`src/rtl/alu_issue_pkg.sv`:
```
// alu_issue_pkg: shared constants and types for the LC-3b ALU issue slice.
//   - ALU operation codes (ADD/AND/XOR/PASSA), also used by the ALU itself
//   - LC-3b opcode constants for the operations decoded here
//   - issue_t: one decoded entry as it sits in the output and skid registers
package alu_issue_pkg;

  typedef enum logic [1:0] {
    ALU_ADD   = 2'b00,
    ALU_AND   = 2'b01,
    ALU_XOR   = 2'b10,
    ALU_PASSA = 2'b11
  } alu_op_e;

  localparam logic [3:0] OPC_ADD = 4'b0001;
  localparam logic [3:0] OPC_AND = 4'b0101;
  localparam logic [3:0] OPC_XOR = 4'b1001;
  localparam logic [3:0] OPC_LEA = 4'b1110;

  typedef struct packed {
    logic [15:0] alu_a;
    logic [15:0] alu_b;
    alu_op_e     alu_op;
    logic [2:0]  dr;
    logic        wb_en;
    logic        setcc;
  } issue_t;

  function automatic logic [15:0] sext5(input logic [4:0] v);
    return {{11{v[4]}}, v};
  endfunction

endpackage

```
`src/rtl/alu_issue_dec.sv`:
```
// alu_issue_dec: purely combinational decode of one LC-3b instruction into
// ALU operands, ALU code, destination and write-back/condition-code flags.
//   ir        in  16  instruction word
//   sr1_data  in  16  register-file read value for SR1
//   sr2_data  in  16  register-file read value for SR2
//   dec       out     decoded entry (issue_t)
//   illegal   out  1  opcode not handled by this ALU slice
//                     (present only when ALU_ISSUE_ILLEGAL_EN is defined)
module alu_issue_dec
  import alu_issue_pkg::*;
(
  input  logic [15:0] ir,
  input  logic [15:0] sr1_data,
  input  logic [15:0] sr2_data,
  output issue_t      dec
`ifdef ALU_ISSUE_ILLEGAL_EN
  ,
  output logic        illegal
`endif
);

  logic arith;
  // SR1 field is consumed by the register file, not by this decoder.
  logic unused_sr1_field;
  assign unused_sr1_field = ^ir[8:6];

  always_comb begin
    arith       = 1'b0;
    dec.alu_a   = sr1_data;
    dec.alu_b   = '0;
    dec.alu_op  = ALU_PASSA;
    dec.dr      = ir[11:9];
    dec.wb_en   = 1'b0;
    dec.setcc   = 1'b0;
`ifdef ALU_ISSUE_ILLEGAL_EN
    illegal     = 1'b0;
`endif
    case (ir[15:12])
      OPC_ADD: begin
        arith      = 1'b1;
        dec.alu_op = ALU_ADD;
      end
      OPC_AND: begin
        arith      = 1'b1;
        dec.alu_op = ALU_AND;
      end
      OPC_XOR: begin
        arith      = 1'b1;
        dec.alu_op = ALU_XOR;
      end
      OPC_LEA: begin
        dec.wb_en  = 1'b1;
      end
      default: begin
`ifdef ALU_ISSUE_ILLEGAL_EN
        illegal    = 1'b1;
`endif
      end
    endcase
    if (arith) begin
      dec.alu_b = ir[5] ? sext5(ir[4:0]) : sr2_data;
      dec.wb_en = 1'b1;
      dec.setcc = 1'b1;
    end
  end

endmodule

```
`src/rtl/alu_issue.sv`:
```
// alu_issue: decode stage -> execute stage issue register with a one-entry
// skid buffer. One-cycle latency, strict FIFO order, flush kills both entries.
//   clk, rst              clock, asynchronous active-high reset
//   in_valid/in_ready     upstream handshake (in_ready = !skid_valid)
//   in_ir, sr1_data, sr2_data  instruction and register-file operands
//   flush                 discard held entries and the input of this cycle
//   out_valid/out_ready   downstream handshake
//   alu_a, alu_b, alu_op, dr, wb_en, setcc  issued entry
//   out_illegal           unhandled opcode flag; exists only when the macro
//                         ALU_ISSUE_ILLEGAL_EN is defined
module alu_issue
  import alu_issue_pkg::*;
(
  input  logic        clk,
  input  logic        rst,
  input  logic        in_valid,
  output logic        in_ready,
  input  logic [15:0] in_ir,
  input  logic [15:0] sr1_data,
  input  logic [15:0] sr2_data,
  input  logic        flush,
  output logic        out_valid,
  input  logic        out_ready,
  output logic [15:0] alu_a,
  output logic [15:0] alu_b,
  output logic [1:0]  alu_op,
  output logic [2:0]  dr,
  output logic        wb_en,
  output logic        setcc
`ifdef ALU_ISSUE_ILLEGAL_EN
  ,
  output logic        out_illegal
`endif
);

  issue_t dec;
  issue_t out_q, out_d, skid_q, skid_d;
  logic   out_valid_q, out_valid_d, skid_valid_q, skid_valid_d;
  logic   accept, load_out;

`ifdef ALU_ISSUE_ILLEGAL_EN
  logic dec_ill, out_ill_q, out_ill_d, skid_ill_q, skid_ill_d;
`endif

  alu_issue_dec u_dec (
    .ir       (in_ir),
    .sr1_data (sr1_data),
    .sr2_data (sr2_data),
    .dec      (dec)
`ifdef ALU_ISSUE_ILLEGAL_EN
    ,
    .illegal  (dec_ill)
`endif
  );

  assign in_ready = !skid_valid_q;
  assign accept   = in_valid && in_ready;
  assign load_out = !out_valid_q || out_ready;

  // Skid is only ever filled while the output is held, so skid_valid
  // implies out_valid and the skid entry is always the younger one.
  always_comb begin
    out_d        = out_q;
    skid_d       = skid_q;
    out_valid_d  = out_valid_q;
    skid_valid_d = skid_valid_q;
`ifdef ALU_ISSUE_ILLEGAL_EN
    out_ill_d    = out_ill_q;
    skid_ill_d   = skid_ill_q;
`endif
    if (flush) begin
      out_valid_d  = 1'b0;
      skid_valid_d = 1'b0;
    end else if (load_out) begin
      if (skid_valid_q) begin
        out_d        = skid_q;
        out_valid_d  = 1'b1;
        skid_valid_d = 1'b0;
`ifdef ALU_ISSUE_ILLEGAL_EN
        out_ill_d    = skid_ill_q;
`endif
      end else if (accept) begin
        out_d        = dec;
        out_valid_d  = 1'b1;
`ifdef ALU_ISSUE_ILLEGAL_EN
        out_ill_d    = dec_ill;
`endif
      end else begin
        out_valid_d  = 1'b0;
      end
    end else if (accept) begin
      skid_d       = dec;
      skid_valid_d = 1'b1;
`ifdef ALU_ISSUE_ILLEGAL_EN
      skid_ill_d   = dec_ill;
`endif
    end
  end

  always_ff @(posedge clk or posedge rst) begin
    if (rst) begin
      out_q        <= '0;
      skid_q       <= '0;
      out_valid_q  <= 1'b0;
      skid_valid_q <= 1'b0;
`ifdef ALU_ISSUE_ILLEGAL_EN
      out_ill_q    <= 1'b0;
      skid_ill_q   <= 1'b0;
`endif
    end else begin
      out_q        <= out_d;
      skid_q       <= skid_d;
      out_valid_q  <= out_valid_d;
      skid_valid_q <= skid_valid_d;
`ifdef ALU_ISSUE_ILLEGAL_EN
      out_ill_q    <= out_ill_d;
      skid_ill_q   <= skid_ill_d;
`endif
    end
  end

  assign out_valid = out_valid_q;
  assign alu_a     = out_q.alu_a;
  assign alu_b     = out_q.alu_b;
  assign alu_op    = out_q.alu_op;
  assign dr        = out_q.dr;
  assign wb_en     = out_q.wb_en;
  assign setcc     = out_q.setcc;
`ifdef ALU_ISSUE_ILLEGAL_EN
  // Qualified so the flag never shows without a valid entry.
  assign out_illegal = out_ill_q && out_valid_q;
`endif

endmodule

```
`config.mk`:
```
export PLATFORM = sky130hd
export DESIGN_NAME = alu_issue
export DESIGN_NICKNAME = d
export VERILOG_FILES = /design/src/rtl/alu_issue_pkg.sv /design/src/rtl/alu_issue_dec.sv /design/src/rtl/alu_issue.sv
export SDC_FILE = /design/constraint.sdc
export NUM_CORES = 1
export LEC_CHECK = 0
export BUFFER_PORTS_ARGS = -buffer_cell sky130_fd_sc_hd__buf_2
export CAP_MARGIN = 20
export CORE_MARGIN = 4
export CORE_UTILIZATION = 48
export CTS_CLUSTER_SIZE = 16
export DETAILED_ROUTE_END_ITERATION = 10
export HOLD_SLACK_MARGIN = 0.1
export PLACE_DENSITY_LB_ADDON = 0.2
export SYNTH_ARGS = -nofsm -noshare
export SYNTH_HDL_FRONTEND = slang
export SYNTH_HIERARCHICAL = 1
export SYNTH_SLANG_ARGS = --single-unit
```
`constraint.sdc`:
```
create_clock -name clk -period 4.3 [get_ports clk]
set_clock_uncertainty 0.15 [all_clocks]
set_input_delay 0.645 -clock clk [delete_from_list [all_inputs] [get_ports clk]]
set_output_delay 0.645 -clock clk [all_outputs]
set_load 0.02 [all_outputs]
```
==> results.env <==
POST_CTS_HOLD_BUFFER_COUNT=0
CLK_PATH_BUF_DEPTH=2
PLACED_AREA_UM2=4350
POWER_PER_CELL_AREA_nW_PER_UM2=403
POSTSYNTHAREAPERCELL_UM2=14.2
MAXCAPVIOLCOUNT=0
SYNTH_CELLS=285
FIRSTDRTPASSITERS=4
TIMING.CRITICAL_PATH.ARRIVAL_NS=2.79
MIN_PATH_TYPE='in2async'
DETAIL_ROUTE.WL_PER_CELL_UM=16.2
WORST-PATH-MAX-FANOUT=42
DIE_AREA_UM2=9950
MAPPEDNETLISTAREA_UM2=4040
HOLDWS_NS=0.282
INITIAL_UTILIZATION_PCT=49.2
CRIT_BUF_INV=1
TIMING.FINAL.HOLD_VIOLATIONS=0
DP_HPWL_UM=5070
CELL_AREA_AFTER_LAYOUT_UM2=4550
SLEW_HEADROOM_PCT=30.5
RSZ0062_AT_GRT='false'
SEQPWRFRAC_PCT=50.7
PLACEABLE_CORE_AREA_UM2=8220
YOSYSWARNINGCOUNT=6
CPLARGESTDELAYFAMILY='flip-flops'
CTS_BUFFERS=9
FLOW.AREA_GROWTH_FROM_SYNTHESIS_PCT=12.5
WIRE_LENGTH_OF_THE_FIRST_GLOBAL_ROUTING_PASS_UM=12500
VDD_DROP_MAX_V=0.000254
CP_SLOWEST_CELL='sky130_fd_sc_hd__dfrtp_2'
CP_CELL_SEQUENCE='nor2_2 -> nor3_4 -> buf_4 -> mux2_2'
DR_ITER_0_VIOLS=39
NNETSFINAL=404
CTS_REPAIR_RESIZE_COUNT=0
GRT.OVERFLOW.TOTAL=0
POSTSYNTHREGISTERBITS=80
DIE-WIDTH_UM=99.8
FILLER_CELL_COUNT=719
INITIAL_ANTENNA_VIOLATION_COUNT=0
ROUTE.DETAILED.DRC=0
CTS_ROOT_BUF='sky130_fd_sc_hd__clkbuf_8'
WORST-SLEW-PIN-TRANSITION_NS=1.04
GP_ROUTABILITY_CONGESTION=0.726
LAYOUT-DRIVE-GT1-SHARE_PCT=66.2
HTREEDEPTH=3
SWITCHING_POWER_W=0.000505
PIN_COUNT_OF_THE_BIGGEST_NET_ENTERING_GLOBAL_ROUTING=51
ROUTE.ANTENNA.REMAINING_NETS=0
POWER.LEAKAGE_nW=2.18
POSTROUTEWIRELENGTH_UM=7440
IO_COUNT=94
FINAL_CORE_UTILIZATION_PCT=55.4
POWER.CLOCK.FRACTION_PCT=29.9
CLOCK_PIN_SLEW_ON_THE_WORST_SETUP_AND_HOLD_PATHS_NS=0.08
FIN_CRIT_NS=2.71
LAYOUT_WORST_PATH_CYCLE_SHARE_PCT=63.1
FINAL-MAX-SLEW-VIOLATION-COUNT=0
DIODES=0
CTS_TREE='yes'
POST_CTS.REPAIR.SETUP_BUFFERS=0
INSERTION_DELAY_NS=0.35
POWER.INTERNAL_W=0.00133
SYNTH.DISTINCT_CELLS=23
DATA_REQUIRED_TIME_AT_THE_WORST_ENDPOINT_NS=4.38
STD_CELL_ROWS=33
FINAL_SETUP_TNS_NS=0
POWER_FRAC_COMB_PCT=19.4
GRT_UTIL_ALL_LAYERS_PCT=16.1
FLOORPLAN.DIE.HEIGHT_UM=99.8
SETUP.WORST_PATH.CLASS='reg2reg'
OUTCOME='finished, final reports clean'
SETUP-VIOLATIONS-FINAL=0
VIAS=2355
POWER.SWITCHING_FRACTION_PCT=27.5
SYNTH-SEQ-AREA-SHARE_PCT=49.5
CLOCK_SINKS=80
CRITPATHLAUNCHTYPE='flop'
MAX_FREQ_MHz=368
VIAS_PER_CELL=5.12
SYN-NUM-NETS=338
CP_SLOWEST_STAGE_DELAY_NS=1.06
WORST_SETUP_PATH_END_KIND='flop'
FIRST_GLOBAL_VIAS=2598
PORTBUFFERS=90
-- final timing paths --
kind,startpoint,endpoint,slack (ns),cells after the start
max,skid_valid_q,alu_b[5],1.59,4
min,rst,alu_b[8],0.28,2
max reg2reg,skid_valid_q,alu_b[5],1.59,4
min reg2reg,skid_q[19],skid_q[19],0.34,1
max in group asynchronous,rst,skid_valid_q,2.79,3
min in group clk,skid_q[19],skid_q[19],0.34,1
-- stage by stage --
| stage | instances | setup slack (ns) | total power [W] |
|---|---|---|---|
| final | 460 | 1.59 | 0.00184 |
| after global routing | 460 | 1.40 | 0.00194 |
| after CTS | 460 | 1.51 | 0.00187 |
| after detailed placement | 445 | 1.52 | 0.00131 |
| after global placement | 445 | 1.54 | 0.00129 |
| after floorplan | 285 | 1.45 | 0.00121 |
-- registers in the layout (all words and copies together) (netlist names) --
| name | cells |
|---|---|
| alu_a | 16 |
| alu_b | 16 |
| alu_op | 2 |
| dr | 3 |
| out_valid | 1 |
| setcc | 1 |
| skid_q | 39 |
| skid_valid_q | 1 |
| wb_en | 1 |
-- per-layer routing --
metal / vias up / part of all wire [%] / track usage [%]
li1: 1121 / - / -
met1: 1165 / 43 / 19.6
met2: 56 / 48 / 26.2
met3: 13 / 7.0 / 5.70
met4: 0 / 2.0 / 6.20
met5: - / 0 / 0
-- synth_stat cells, drive strengths merged --
cell / count / area (um2)
mux2: 117 / 1320
dfrtp: 80 / 2000
buf: 40 / 318
nor3: 18 / 140
mux2i: 16 / 160
inv: 2 / 7.51
nand2b: 2 / 20.0
nor2: 2 / 10.0
or2: 2 / 12.5
a21oi: 1 / 5.00
and2: 1 / 8.76
nand3: 1 / 5.00
nor2b: 1 / 6.26
nor4b: 1 / 23.8
o22ai: 1 / 6.26
-- power by group through the flow --
stage / clock network, W / registers [W] / logic [W]
final: 0.000549 / 0.000930 / 0.000356
after floorplan: 0 / 0.000997 / 0.000208
after detailed placement: 0 / 0.000946 / 0.000363
after global placement: 0 / 0.000939 / 0.000355
after CTS: 0.000571 / 0.000932 / 0.000364
after global routing: 0.000603 / 0.000947 / 0.000389
-- area by class of cell --
type | count | area (um2) | share of cell area, %
sequential | 80 | 2000 | 44.0
multi-input combinational | 163 | 1720 | 37.9
timing repair buffer | 95 | 488 | 10.7
clock buffer | 10 | 138 | 3.03
tap | 105 | 131 | 2.89
clock inverter | 5 | 57.6 | 1.27
inverter | 2 | 8.76 | 0.193
-- cells by family (layout without fill, tap and decap cells) --
logic type | after synthesis | in the layout | synth area share, %
multiplexers | 133 | 133 | 36.6
flip-flops | 80 | 80 | 49.5
buffers and inverters | 42 | 112 | 8.05
AND/OR/NAND/NOR | 28 | 28 | 5.60
AO/OA/AOI/OAI | 2 | 2 | 0.279
-- placed cells by master, fill, tap and decap left out, drive strengths merged --
master  synthesis  layout
a21oi           1       1
and2            1       1
buf            40      95
bufinv          0       1
clkbuf          0      10
clkinv          0       5
dfrtp          80      80
inv             2       1
mux2          117     117
mux2i          16      16
nand2b          2       2
nand3           1       1
nor2            2       2
nor2b           1       1
nor3           18      18
nor4b           1       1
o22ai           1       1
or2             2       2
(Power assumes the default switching activity.)
